===== src/rtl/sad_absdiff_accumulator.sv =====
// Purpose: accumulates |pix_a - pix_b| over N_SAMPLES accepted pairs into one block SAD.
// Latency: sad_valid and final sad two edges after the last accepted sample (diff stage + add stage).
// Backpressure: in_ready is high only while accumulating; samples outside that window are dropped.
//
// Ports:
//   clk, rst (async, active-low)    clock and reset
//   start                           begin a new block; taken only when idle or done
//   in_valid, pix_a, pix_b          operand pair, consumed when in_valid & in_ready
//   in_ready                        accepting samples (state-decoded)
//   sad, sad_valid                  accumulated SAD, final while sad_valid is high
//   busy                            block in progress (accumulating or draining)
module sad_absdiff_accumulator #(
    parameter int DATA_W    = 8,
    parameter int N_SAMPLES = 16,
    parameter int ACC_W     = DATA_W + $clog2(N_SAMPLES)
) (
    input  logic              clk,
    input  logic              rst,
    input  logic              start,
    input  logic              in_valid,
    input  logic [DATA_W-1:0] pix_a,
    input  logic [DATA_W-1:0] pix_b,
    output logic              in_ready,
    output logic [ACC_W-1:0]  sad,
    output logic              sad_valid,
    output logic              busy
);

    // One extra bit so the counter can hold N_SAMPLES itself without wrapping.
    localparam int CNT_W = $clog2(N_SAMPLES) + 1;
    localparam logic [CNT_W-1:0] LAST_CNT = CNT_W'(N_SAMPLES - 1);

    typedef enum logic [1:0] {
        IDLE  = 2'd0,
        ACCUM = 2'd1,
        DRAIN = 2'd2,
        DONE  = 2'd3
    } state_t;

    state_t             state;
    state_t             state_nxt;
    logic [CNT_W-1:0]   count;
    logic [DATA_W-1:0]  diff;
    logic               diff_valid;
    logic [ACC_W-1:0]   acc;

    logic               accept;
    logic               restart;
    logic               last_accept;

    assign in_ready    = (state == ACCUM);
    assign accept      = in_valid & in_ready;
    assign restart     = start & ((state == IDLE) | (state == DONE));
    assign last_accept = accept & (count == LAST_CNT);

    // State register.
    always_ff @(posedge clk or negedge rst) begin
        if (!rst) begin
            state <= IDLE;
        end else begin
            state <= state_nxt;
        end
    end

    // Next-state logic.
    always_comb begin
        state_nxt = state;
        case (state)
            IDLE:    if (start) state_nxt = ACCUM;
            ACCUM:   if (last_accept) state_nxt = DRAIN;
            // One cycle lets the final staged diff reach the accumulator.
            DRAIN:   state_nxt = DONE;
            DONE:    if (start) state_nxt = ACCUM;
            default: state_nxt = IDLE;
        endcase
    end

    // Two-stage datapath: stage 1 registers the absolute difference, stage 2
    // adds it. Stage 2 ignores state so the last difference lands in DRAIN.
    always_ff @(posedge clk or negedge rst) begin
        if (!rst) begin
            count      <= '0;
            diff       <= '0;
            diff_valid <= 1'b0;
            acc        <= '0;
        end else if (restart) begin
            count      <= '0;
            diff_valid <= 1'b0;
            acc        <= '0;
        end else begin
            if (accept) begin
                diff       <= (pix_a >= pix_b) ? (pix_a - pix_b) : (pix_b - pix_a);
                diff_valid <= 1'b1;
                count      <= count + 1'b1;
            end else begin
                diff_valid <= 1'b0;
            end
            if (diff_valid) begin
                acc <= acc + {{(ACC_W - DATA_W){1'b0}}, diff};
            end
        end
    end

    assign sad       = acc;
    assign sad_valid = (state == DONE);
    assign busy      = (state == ACCUM) | (state == DRAIN);

endmodule


===== config.mk =====
export PLATFORM = sky130hd
export DESIGN_NAME = sad_absdiff_accumulator
export DESIGN_NICKNAME = d
export VERILOG_FILES = /design/src/rtl/sad_absdiff_accumulator.sv
export SDC_FILE = /design/constraint.sdc
export NUM_CORES = 1
export LEC_CHECK = 0
export BUFFER_PORTS_ARGS = -buffer_cell sky130_fd_sc_hd__clkbuf_2
export CAP_MARGIN = 20
export CORE_MARGIN = 4
export CORE_UTILIZATION = 40
export DETAILED_ROUTE_END_ITERATION = 10
export PLACE_DENSITY = 0.56
export RECOVER_POWER = 50
export SYNTH_ARGS = -nofsm -noshare
export SYNTH_HDL_FRONTEND = slang
export SYNTH_SLANG_ARGS = --single-unit

===== constraint.sdc =====
create_clock -name clk -period 4.2 [get_ports clk]
set_input_delay 0.21 -clock clk [delete_from_list [all_inputs] [get_ports clk]]
set_output_delay 0.21 -clock clk [all_outputs]
set_load 0.02 [all_outputs]

Word level (Yosys, flattened, before mapping)
Index checks and enable logic that the tools add are counted.
{ "totals": {"register_bits": 28, "input_bits": 20, "output_inout_bits": 15, "word_cells": 38} }
{ "classes": {"n_addsub": 4, "magnitude_cmp": 1, "n_eq_ne": 6, "n_mux": 10, "bitwise": 6, "n_reduce_logical": 6} }
{ "ops": {"columns": ["op", "n"], "rows": [
  ["$mux 12", 2],
  ["$sub 8x8->8", 2],
  ["$add 12x8->12", 1],
  ["$mux 5", 2],
  ["$ge 8x8->1", 1],
  ["$mux 8", 1],
  ["$pmux 2 s3", 1],
  ["$add 5x1->5 const B", 1],
  ["$eq 5x4->1 const B", 1],
  ["$eq 2x2->1 const B", 2],
  ["$mux 2", 2],
  ["$ne 2x1->1 const B", 2],
  ["$reduce_and 2->1", 2],
  ["$reduce_bool 2->1", 2],
  ["$and 1x1->1", 3],
  ["$eq 2x1->1 const B", 1],
  ["$logic_not 2->1", 1],
  ["$mux 1", 2],
  ["$or 1x1->1", 2],
  ["$reduce_or 2->1", 1],
  ["$not 1->1", 1]
]} }

Depth between registers and ports, before layout
Gate-level depths: netlist of the first run.
{ "depth": {"depth_word": 5, "ltp_mapped": 9, "mapped_depth_nobuf": 9} }

Worst setup path before layout of the first run
No wires, ideal clock.
{ "synth_path": {"path_type": "input -> register", "start": "input port pix_a[0]", "end": "register diff[4]", "setup_time_ns": 0.069, "t_arrival_ns": 1.970, "required_time_ns": 4.131, "path_slack_ns": 2.161, "path_stages": 9, "path_buffers": 0, "path_cell_list": "inv_1 -> ha_1 -> fa_1 -> nor2b_4 -> a221oi_4 -> a31oi_2 -> nor4b_1 -> or4_1 -> nand3_1"} }
{ "synth_between": {"elab_chain_len": 2, "elab_cells_between_ends": 4, "classes_between": "add/sub: 2; order compare: 1; mux: 1"} }
{ "synth_rtl": {"columns": ["item", "line", "text"], "rows": [
  ["start, declared", "21", "input logic [DATA_W-1:0] pix_a,"],
  ["$sub 8x8->8 or $ge 8x8->1 (tied branches)", "92", "diff <= (pix_a >= pix_b) ? (pix_a - pix_b) : (pix_b - pix_a);"],
  ["$mux 8 (*)", "92", null],
  ["end signal, assigned", "92", null],
  ["end, declared", "43", "logic [DATA_W-1:0] diff;"]
]} }
Mark *: on every way between the ends. The rest lies on a longest branch, timed or not.
A chain may end at the register's enable or synchronous reset.

Final worst setup path of the first run
{ "layout_path": {"start": "register state[0]", "end": "register diff[2]"} }
{ "layout_between": {"elab_chain_len": 5, "elab_cells_between_ends": 8, "classes_between": "eq/ne: 2; bitwise: 4; reduce/logical: 2"} }
{ "layout_rtl": {"columns": ["item", "line", "text"], "rows": [
  ["start, declared", "40", "state_t state;"],
  ["start signal, assigned", "61", "state <= state_nxt;"],
  ["$eq 2x2->1 or $logic_not 2->1 (tied branches)", "53", "assign restart = start & ((state == IDLE) | (state == DONE));"],
  ["$or 1x1->1", "53", null],
  ["$and 1x1->1", "53", null],
  ["$not 1->1 (no source line)", null, null],
  ["$reduce_and 2->1 (no source line) (*)", null, null]
]} }
Marks and branches as above.

==> results of run 1 <==
[per-stage QoR]
step	power [uW]	instance area, um2	utilization (%)	cells
global placement	1100	2490	45.1	357
global route	1450	2560	46.4	362
CTS	1330	2570	46.6	362
finish	1310	2560	46.4	362
floorplan	943	2270	-	259
detailed placement	1110	2490	45.1	357
[what timing repair did]
| item | 4_1_cts | 5_1_grt |
|---|---|---|
| hold buffers | 1 | 0 |
| resized for setup | 0 | 0 |
| hold endpoints to repair | 28 | 0 |
[layout make-up]
type	count	share of cell area, %
repair buffers	35	6.65
inverters	30	4.40
well taps	72	3.52
clock buffers	3	1.61
clock inverters	1	1.17
multi-input cells	193	55.2
flip-flops and latches	28	27.4
[report_power, final]
group	internal, uW	switching [uW]	total (uW)
combinational	262	401	663
sequential	359	70.3	429
clock	128	88.8	217
[sequential cells by signal, summed over array words and instances, names as in the netlist]
register and count:
diff_valid 1, diff 8, state 2, count 5, sad 12
[path summary, 6_finish.rpt]
check / startpoint / endpoint / slack (ns)
setup / recovery: state[0] / diff[2] / 1.80
hold / removal: start / state[1] / 0.29
setup reg to reg: state[0] / diff[2] / 1.80
hold reg to reg: diff[3] / diff[3] / 0.50
max in group asynchronous: rst / sad[5] / 2.57
min in group asynchronous: rst / count[2] / 0.79
[logic make-up (layout without fill, tap and decap cells)]
kind of cell / Yosys count / after routing / share of synthesized area [%]
AO/OA/AOI/OAI: 68 / 68 / 20.1
flip-flops: 28 / 28 / 30.9
adder cells (fa/ha/maj): 31 / 31 / 18.1
AND/OR/NAND/NOR: 80 / 80 / 18.2
multiplexers: 9 / 9 / 4.03
XOR/XNOR: 5 / 5 / 1.93
buffers and inverters: 38 / 69 / 6.79
[layout by cell type, fill, tap and decap left out, drive strengths merged, types with 2 or more instances in the layout]
cell type  synthesis  final
a211oi             2      2
a21boi             3      3
a21o               7      7
a21oi             22     22
a221oi             2      2
a31o               2      2
a31oi              3      3
and2               2      2
and3               2      2
clkbuf             4     37
clkinv             2      2
dfrtp             28     28
fa                 3      3
ha                28     28
inv               28     28
mux2i              8      8
nand2             19     19
nand2b             3      3
nand3             12     12
nand3b             2      2
nand4              2      2
nor2              17     17
nor2b              4      4
nor3               6      6
nor4               2      2
nor4b              2      2
o211ai             5      5
o21a               2      2
o21ai             17     17
or4                4      4
xnor2              3      3
xor2               2      2
[worst reg2reg max path: cells and delay by family, from the launching register on]
kind,cells,cell delay [ns]
fa+ha+maj,1,0.35
flops,1,0.43
simple gates,4,1.15
buf+inv,1,0.33
compound gates,1,0.04
[cells in the mapped netlist, types with 2 or more instances]
cell type	count
nor2b_1	3
nand3_1	12
o211ai_1	5
a21oi_1	21
o21a_1	2
nor2_1	17
xor2_1	2
nor3_1	6
a31oi_1	2
clkinv_1	2
nor4b_1	2
buf_2	3
nand2_1	19
dfrtp_1	28
a211oi_1	2
ha_1	28
nand3b_1	2
nand4_1	2
and3_1	2
and2_1	2
inv_1	28
fa_1	3
mux2i_1	8
a21o_1	6
or4_1	4
nor4_1	2
nand2b_1	3
a21boi_0	2
o21ai_0	17
xnor2_1	3
clkbuf_1	4
[layer usage]
layer,track usage (%),vias up,wire (um)
li1,-,973,-
met4,4.75,0,72
met5,0,-,0
met2,25.1,35,2230
met1,17.7,824,2160
met3,1.49,7,134
==> results by group, run 1 <==
GRT
  • Number of global-route vias before repair: approximately 1.9k
  • Antenna violations before repair: 0
  • Largest net degree at the start of global routing: 29
  • Remaining Overflow, GRT: 0
  • Global Route Usage Sum: between 10% and 20%
  • First-pass GRT wire length: 8.40 mm

Synth
  • Async SR Flop Fraction: 100%
  • Synth cell types: 48
  • Synth area leaders: dfrtp_1, ha_1, a21oi_1
  • Synth area leader: dfrtp_1
  • Post-synthesis cell area: 0.00227 mm2
  • Synth top area share: 30.9%
  • Post-Syn Instances: 259
  • Sequential fraction of the synthesis area: approximately 31%
  • Mapped Avg Cell Area: 8.75 um2
  • Post-synth EDFFs: 0
  • Synth Warn #: 0
  • Top FF cell, synth: dfrtp_1
  • #FFs+latches synth: 28
  • Syn nets: 310

Cells and area
  • Multi-input logic area: 0.00141 mm2
  • Antenna diode count: 0
  • Final nets: about 340
  • Layout area overhead: 12.8%
  • FF/Latch Area: 701 um2
  • Share of cells above drive strength 1: 13.4%
  • Filler cells: approximately 540

Setup path
  • Worst Path Max Fanout: 13
  • CP required: approximately 4.4 ns
  • Crit start category: flip-flop
  • Crit. path cell count: 7
  • CP max stage delay: 0.43 ns
  • WP data arrival: about 2.6 ns
  • Crit Path Class: flip-flop to flip-flop
  • Crit end category: flip-flop
  • Worst-case reg-to-reg path depth: 7
  • CP dominant cell by count: nand2_1
  • Family with the most delay on the worst path: simple AND/OR/NAND/NOR gates
  • Slowest-stage cell, CP: dfrtp_1
  • Crit-path cells: ha_1 -> nand2_1 -> nand2_1 -> clkinv_1 -> nand2_1 -> a21oi_1 -> or3b_1
  • CP Buf/Inv Count: 1

STA
  • Clock Skew: ~0.0034 ns
  • Final Max Tran Viols: 0
  • Hold Slack: around 0.29 ns
  • Final min period: between 2 and 2.5 ns
  • Period utilization: 57.2%
  • Unrepaired setup endpoints after global routing: false
  • Final setup vio count: 0
  • Worst Tran Pin Value: 1.44 ns
  • Max Fclk: 0.416 GHz
  • Fin. Hold Viols: 0
  • Slew headroom: between 3 and 4%
  • Setup slack after layout: 1.80 ns
  • Total negative slack: 0 ns

Routing
  • Total Wirelength: 4.59 mm
  • Via count: roughly 1.8k
  • Vias per std cell: just over 5
  • Number of nets with antenna violations after detailed routing: 0
  • DR iter-0 viols: a little over 60
  • First-pass DRT Iterations: 4
  • DR WL/cell: roughly 13 um
  • DRC errors left: 0

Floorplan
  • Horiz. Die Dim: between 80 and 90 um
  • Die area: between 0.006 and 0.007 mm2
  • Die Span Y: 83.3 um
  • Initial Utilization: 41.2%
  • Top Ports: 35
  • Core Area: 0.00551 mm2
  • Rows: 27

Clock tree
  • CTS Buf Count: 3
  • CTS tree: done
  • Worst-skew pair later-pin latency: between 0.2 and 0.3 ns
  • Max Root-Sink Buffers: 2
  • Clock tree sinks: 28
  • Post-CTS Setup Bufs: 0
  • CTS clock-pin slew for the worst setup and hold paths: 0.10 ns
  • H-tree levels: 1
  • CTS root buffer: clkbuf_8

Power and ir drop
  • VDD IR max: around 0.26 mV
  • Power per cell area: 512 mW/mm2
  • Leak Pwr: 0.00127 uW

Placed design
  • DP Worst Slack: 1.76 ns
  • GPL Wtd Cong: 0.852
  • IO Port Bufs: 34
  • Half-perimeter wire length after placement: between 3 and 4 mm

Min path
  • Min-Delay Path Class: primary input to flip-flop
  • Hold path cells: 4

Run
  • Max-cap violations: 0

Outcome
  • Status: finished clean
(Power assumes the default switching activity.)
==> run 2: changes to the inputs <==
--- a/config.mk
+++ b/config.mk
@@ -5,12 +5,13 @@
 export SDC_FILE = /design/constraint.sdc
 export NUM_CORES = 1
 export LEC_CHECK = 0
+export ABC_AREA = 1
 export BUFFER_PORTS_ARGS = -buffer_cell sky130_fd_sc_hd__clkbuf_2
 export CAP_MARGIN = 20
 export CORE_MARGIN = 4
 export CORE_UTILIZATION = 40
 export DETAILED_ROUTE_END_ITERATION = 10
-export PLACE_DENSITY = 0.56
+export PLACE_DENSITY = 0.55
 export RECOVER_POWER = 50
 export SYNTH_ARGS = -nofsm -noshare
 export SYNTH_HDL_FRONTEND = slang
==> constraint.sdc (replaced) <==
create_clock -name clk -period 2.24 [get_ports clk]
set_input_delay 0.112 -clock clk [delete_from_list [all_inputs] [get_ports clk]]
set_output_delay 0.112 -clock clk [all_outputs]
set_load 0.02 [all_outputs]
==> run 2 against run 1 <==
Critical endpoint is now sad[8]. Largest cell class unchanged. Wire length rose by 3.6%. Worst hold slack got worse by 0.12 ns. Worst setup slack got worse by 1.4 ns.
==> results by group, run 2 <==
Power and ir drop
  • Reg power frac: around 32%
  • Internal: 1340 uW
  • Sw frac: 46.9%
  • Power per cell area: 919 mW/mm2
  • VDD IR max: 0.365 mV
  • P_sw: roughly 1200 uW
  • Power share of the clock group: 12.8%
  • Gate power share: roughly 55%
  • Leak Pwr: around 0.0016 uW

Cells and area
  • Layout area overhead: 11.6%
  • Largest register FFs: 12
  • Post-route insts no fill: approximately 450
  • Most frequent cells in the layout: nand2_1, inv_1, ha_1, dfrtp_1, clkbuf_2
  • Antenna diode count: 0
  • Share of cells above drive strength 1: between 10% and 20%
  • Most common cell after layout, fill and taps aside: nand2_1
  • Final core utilization: between 40 and 50%
  • Filler cells: 627
  • Final nets: 425
  • Post-route cell area: 0.00274 mm2

Setup path
  • Crit Path Class: flip-flop to flip-flop
  • Crit start category: flip-flop
  • Slowest-stage cell, CP: fa_1
  • Crit-path cells: ha_1 -> inv_1 -> fa_1 -> nand3b_1 -> nand2_1 -> nand3_1 -> nand3_1 -> nand3_1 -> nand2_1 -> nor2_1
  • CP max stage delay: 0.39 ns
  • WP data arrival: 2.02 ns
  • Crit end category: flip-flop
  • Reg2reg end: sad[8]
  • Worst-case reg-to-reg path depth: 10
  • R2r startpoint: sad[0]
  • CP required: 2.42 ns
  • Reg2reg setup slack: 0.40 ns
  • Worst Path Max Fanout: 4
  • CP dominant cell by count: nand3_1

STA
  • Period utilization: 82.3%
  • Max Fclk: approximately 0.54 GHz
  • Clock Skew: 0.00182 ns
  • Final Max Tran Viols: 0
  • Total negative slack: 0 ns
  • Worst Tran Pin Value: 1.48 ns
  • Slew headroom: 1.31%
  • Final min period: between 1.5 and 2 ns
  • Unrepaired setup endpoints after global routing: false
  • Fin. Hold Viols: 0
  • Final setup vio count: 0

Placed design
  • GPL Wtd Cong: 0.823
  • IO Port Bufs: 34
  • Placed cell areas: 0.00269 mm2
  • Half-perimeter wire length after placement: 3.94 mm
  • Placed Cells incl. Taps: 443

Routing
  • DR iter-0 viols: 44
  • First-pass DRT Iterations: 4
  • DRC errors left: 0
  • Total Wirelength: 4.76 mm
  • Number of nets with antenna violations after detailed routing: 0
  • Via count: 2,079
  • Vias per std cell: ~4.6
  • DR WL/cell: 10.6 um

Clock tree
  • H-tree levels: 1
  • CTS tree: done
  • CTS clock-pin slew for the worst setup and hold paths: 0.10 ns
  • Max Root-Sink Buffers: 2
  • CTS Buf Count: 3
  • Worst-skew pair later-pin latency: 0.28 ns
  • Post-cts sizing count: 0
  • Post-CTS Setup Bufs: 0
  • Clock tree sinks: 28
  • CTS root buffer: clkbuf_8

Synth
  • Top FF cell, synth: dfrtp_1
  • Synth top area share: 28.6%
  • Post-synthesis cell area: 0.00245 mm2
  • Syn nets: 387
  • Synth top cells by count: nand2_1, inv_1, dfrtp_1, ha_1, nand3_1
  • Sequential fraction of the synthesis area: between 20 and 30%
  • #FFs+latches synth: 28
  • Post-synth EDFFs: 0
  • Synth Warn #: 0
  • Post-Syn Instances: 336
  • Most frequent cell after synthesis: nand2_1
  • Synth area leaders: dfrtp_1, nand2_1, ha_1
  • Synth cell types: 33
  • Async SR Flop Fraction: 100%
  • Synth area leader: dfrtp_1
  • Mapped Avg Cell Area: around 7.3 um2

GRT
  • Global routing usage on met2: between 20% and 30%
  • Remaining Overflow, GRT: 0
  • Antenna violations before repair: 0
  • Grt met3 use: 1.33%
  • Global Route Usage Sum: 13.6%
  • Top Usage Layer GRT: met2
  • First-pass GRT wire length: around 8.6 mm
  • Number of global-route vias before repair: 1,996
  • M1 GR Usage: 17.7%
  • Largest net degree at the start of global routing: 29

Floorplan
  • Rows: 28
  • Core Area: 0.00592 mm2
  • Top Ports: 35
  • Initial Utilization: 41.4%
  • Horiz. Die Dim: ~86 um
  • Die area: 0.00745 mm2
  • Die Span Y: 86.3 um

Min path
  • End of the worst hold path: count[2]
  • Hold Startpoint: in_valid
  • Min-Delay Path Class: primary input to flip-flop
  • Hold path cells: 3

Run
  • Max-cap violations: 0

Outcome
  • Status: finished clean
## run 2: changes by cell type after synthesis, moves of 6 or more
cell	delta
inv_1	+19
mux2i_1	-8
nand2_1	+95
nand2_2	+7
nand3_1	+8
nor3_1	-6
## run 2: power groups by stage
stage	Clock (uW)	Sequential, uW	Combinational (uW)
2_1_floorplan	0	868	992
3_3_place_gp	0	824	1390
3_5_place_dp	0	829	1400
4_1_cts	333	817	1410
5_1_grt	345	846	1600
6_report	322	815	1380
## run 2: worst max-delay path, delay by kind of cell (launching register included)
family / cells / cell delay, ns
and+or+nand+nor: 7 / 0.70
adders and majority gates: 2 / 0.59
DFF: 1 / 0.38
buffers and inverters: 1 / 0.07
## run 2: timing repair
action,in CTS,in global routing
endpoints found under the setup margin,0,0
endpoints found under the hold margin,28,0
hold buffers,1,0
## run 2: cell type report
type | count | area (um2) | area share, %
Multi-Input combinational cell | 252 | 1510 | 55.1
Timing Repair Buffer | 37 | 184 | 6.72
Tap cell | 75 | 93.8 | 3.43
Clock buffer | 4 | 55.1 | 2.01
Sequential cell | 28 | 701 | 25.6
Inverter | 52 | 195 | 7.13
## run 2: cell families (layout without fill, tap and decap cells)
logic type | after synthesis | in the layout | synth area share, %
xor+xnor | 11 | 11 | 3.93
compound gates | 43 | 43 | 11.0
simple gates | 167 | 167 | 29.9
fa+ha+maj | 31 | 31 | 16.7
flops | 28 | 28 | 28.6
buf+inv | 56 | 93 | 9.89
## run 2: worst max-delay path by stage
stage,start,slack (ns),endpoint
global placement,sad[0],0.44,sad[8]
CTS,sad[0],0.37,sad[8]
global route,sad[0],0.17,sad[10]
floorplan,sad[0],0.41,sad[8]
finish,sad[0],0.40,sad[8]
detailed placement,sad[0],0.37,sad[8]
## run 2: layer usage
| layer | wire [um] | part of all wire, % | up-vias |
|---|---|---|---|
| met3 | 174 | 3.7 | 7 |
| met4 | 65 | 1.4 | 0 |
| met5 | 0 | 0 | - |
| met1 | 2280 | 48 | 912 |
| li1 | - | - | 1128 |
| met2 | 2240 | 47 | 32 |
## run 2: per-stage QoR
| step | setup WS, ns | hold slack [ns] | total power (uW) |
|---|---|---|---|
| 2_1_floorplan | 0.406 | -0.184 | 1860 |
| 5_1_grt | 0.170 | 0.212 | 2790 |
| 3_3_place_gp | 0.442 | 0.191 | 2210 |
| 6_report | 0.397 | 0.176 | 2520 |
| 3_5_place_dp | 0.372 | 0.198 | 2230 |
| 4_1_cts | 0.371 | 0.181 | 2560 |
==> run 3: changes to the inputs <==
--- a/config.mk
+++ b/config.mk
@@ -5,13 +5,13 @@
 export SDC_FILE = /design/constraint.sdc
 export NUM_CORES = 1
 export LEC_CHECK = 0
-export ABC_AREA = 1
+export ABC_AREA = 0
 export BUFFER_PORTS_ARGS = -buffer_cell sky130_fd_sc_hd__clkbuf_2
 export CAP_MARGIN = 20
 export CORE_MARGIN = 4
 export CORE_UTILIZATION = 40
 export DETAILED_ROUTE_END_ITERATION = 10
-export PLACE_DENSITY = 0.55
+export PLACE_DENSITY = 0.58
 export RECOVER_POWER = 50
 export SYNTH_ARGS = -nofsm -noshare
 export SYNTH_HDL_FRONTEND = slang
==> constraint.sdc (replaced) <==
create_clock -name clk -period 1.6 [get_ports clk]
set_input_delay 0.08 -clock clk [delete_from_list [all_inputs] [get_ports clk]]
set_output_delay 0.08 -clock clk [all_outputs]
set_load 0.02 [all_outputs]
==> run 3 against run 2 <==
The run now ends with setup timing left. Combinational power up 110%. Final area rose by 25%. Critical path type unchanged. Largest cell class unchanged. Die area decreased by 6.9%. Sequential share of layout area fell by 4.9 points. Sequential power grew 42%. Non-clock buffer count rose by 65. Global-route usage grew 2.4 points. Worst setup slack got worse by 0.64 ns. Critical endpoint is now sad[11].
==> results by group, run 3 (same netlist as run 1, synthesis figures left out) <==
Outcome
  • Status: finished, violations left
  • Violated checks: setup timing

Setup path
  • R2r startpoint: diff[1]
  • Crit-path cells: ha_4 -> a21o_1 -> a21oi_4 -> nor3_2 -> o21a_1 -> buf_4 -> o21ai_2 -> mux2i_1
  • Crit start category: flip-flop
  • CP max stage delay: 0.43 ns
  • CP Buf/Inv Count: 1
  • Worst Path Max Fanout: 3
  • Worst-case reg-to-reg path depth: 8
  • Crit Path Class: flip-flop to flip-flop
  • Slowest-stage cell, CP: dfrtp_1
  • Reg2reg end: sad[11]
  • Reg2reg setup slack: -0.24 ns
  • CP required: 1.80 ns
  • WP data arrival: 2.04 ns
  • Family with the most delay on the worst path: compound AO/OA/AOI/OAI gates
  • Crit end category: flip-flop

Cells and area
  • Share of cells above drive strength 1: 46.5%
  • Final core utilization: 62.2%
  • Post-route insts no fill: 429
  • Layout area overhead: 51.0%
  • Most frequent cells in the layout: buf_4, clkbuf_2, inv_1
  • Post-route cell area: 0.00342 mm2
  • Final nets: 409
  • Antenna diode count: 0
  • Largest register FFs: 12
  • Most common cell after layout, fill and taps aside: buf_4

STA
  • Final Max Tran Viols: 0
  • Slew headroom: 53.2%
  • Hold Slack: 0.179 ns
  • Max Fclk: about 0.54 GHz
  • Final setup vio count: 14
  • Setup slack after layout: -0.241 ns
  • Period utilization: 115%
  • Clock Skew: 0.00201 ns
  • Unrepaired setup endpoints after global routing: true
  • Final min period: ~1.8 ns
  • Fin. Hold Viols: 0
  • Worst Tran Pin Value: 0.701 ns

Power and ir drop
  • Leak Pwr: 0.00163 uW
  • Power per cell area: 1290 mW/mm2
  • VDD IR max: 0.760 mV

Clock tree
  • CTS clock-pin slew for the worst setup and hold paths: 0.09 ns
  • Clock tree sinks: 28
  • CTS Buf Count: 3
  • Worst-skew pair later-pin latency: about 0.27 ns
  • CTS root buffer: clkbuf_8
  • CTS tree: done
  • Max Root-Sink Buffers: 2
  • H-tree levels: 1

Floorplan
  • Top Ports: 35
  • Die Span Y: 83.3 um
  • Rows: 27
  • Die area: 0.00694 mm2
  • Core Area: approximately 0.0055 mm2
  • Horiz. Die Dim: about 83 um
  • Initial Utilization: approximately two fifths

Placed design
  • Placed Cells incl. Taps: between 400 and 500
  • Placed cell areas: approximately 0.0031 mm2
  • IO Port Bufs: 34
  • Half-perimeter wire length after placement: 4.28 mm
  • GPL Wtd Cong: 0.809
  • DP Worst Slack: -0.506 ns

GRT
  • First-pass GRT wire length: 9.50 mm
  • Global Route Usage Sum: 16.0%
  • Largest net degree at the start of global routing: 29
  • Antenna violations before repair: 0
  • Number of global-route vias before repair: 2,201
  • Remaining Overflow, GRT: 0

Routing
  • Via count: around 2.1k
  • DR WL/cell: 12.5 um
  • Vias per std cell: 5.00
  • Total Wirelength: 5.36 mm
  • DR iter-0 viols: 56
  • DRC errors left: 0
  • Number of nets with antenna violations after detailed routing: 0
  • First-pass DRT Iterations: 4

Min path
  • Hold Startpoint: in_valid
  • Min-Delay Path Class: primary input to flip-flop
  • End of the worst hold path: state[1]
  • Hold path cells: 3

Run
  • Max-cap violations: 0
==> run 3: cell count changes in the layout (fill, tap and decap cells not counted), moves of 7 or more <==
cell,delta
ha_1,-10
nand2_1,-97
buf_4,+63
mux2i_1,+8
inv_1,-23
nand3_1,-9
a21oi_2,+10
a21oi_1,-7
ha_4,+10
==> run 3: area by class of cell <==
cell class / instances / area [um2]
inverter: 30 / 139
tap: 72 / 90.1
sequential: 28 / 707
fill: 469 / 2080
multi-input combinational: 193 / 1720
clock buffer: 4 / 55.1
timing repair buffer: 102 / 713
==> run 3: tightest hold or removal path, cell delays in order <==
cell	delay (ns)
clkbuf_2	0.09
a21boi_2	0.06
o21ai_0	0.17
==> run 3: how the worst max path moves through the flow <==
stage	start	endpoint	cells after the start
CTS	sad[0]	sad[8]	9
detailed placement	pix_a[0]	diff[6]	10
global route	diff[1]	sad[9]	7
floorplan	pix_a[0]	diff[6]	9
global placement	pix_a[0]	diff[6]	10
finish	diff[1]	sad[11]	8
==> run 3: layer usage <==
metal | global-route usage (%) | share of wire, % | up-vias
met5 | 0 | 0 | -
met4 | 4.75 | 0.91 | 0
met3 | 1.88 | 3.1 | 4
met2 | 30.9 | 54 | 36
met1 | 18.2 | 42 | 1000
li1 | - | - | 1104
==> run 3: through the flow <==
step	power (uW)	TNS, ns
global placement	3630	-4.04
finish	4420	-1.75
floorplan	2720	-1.61
global route	4820	-2.99
detailed placement	3720	-4.35
CTS	4330	-1.75
==> run 3: report_power, final <==
part | switching [uW] | internal, uW
Clock | 211 | 220
Combinational | 1410 | 1420
Sequential | 206 | 951
==> run 3: what timing repair did <==
item / CTS / global route
gates cloned: 0 / 0
buffers inserted: 4 / 3
setup endpoints to repair: 16 / 16
hold endpoints to repair: 28 / 0
pin swaps: 23 / 12
gates resized for setup: 28 / 15
hold buffers: 1 / 0
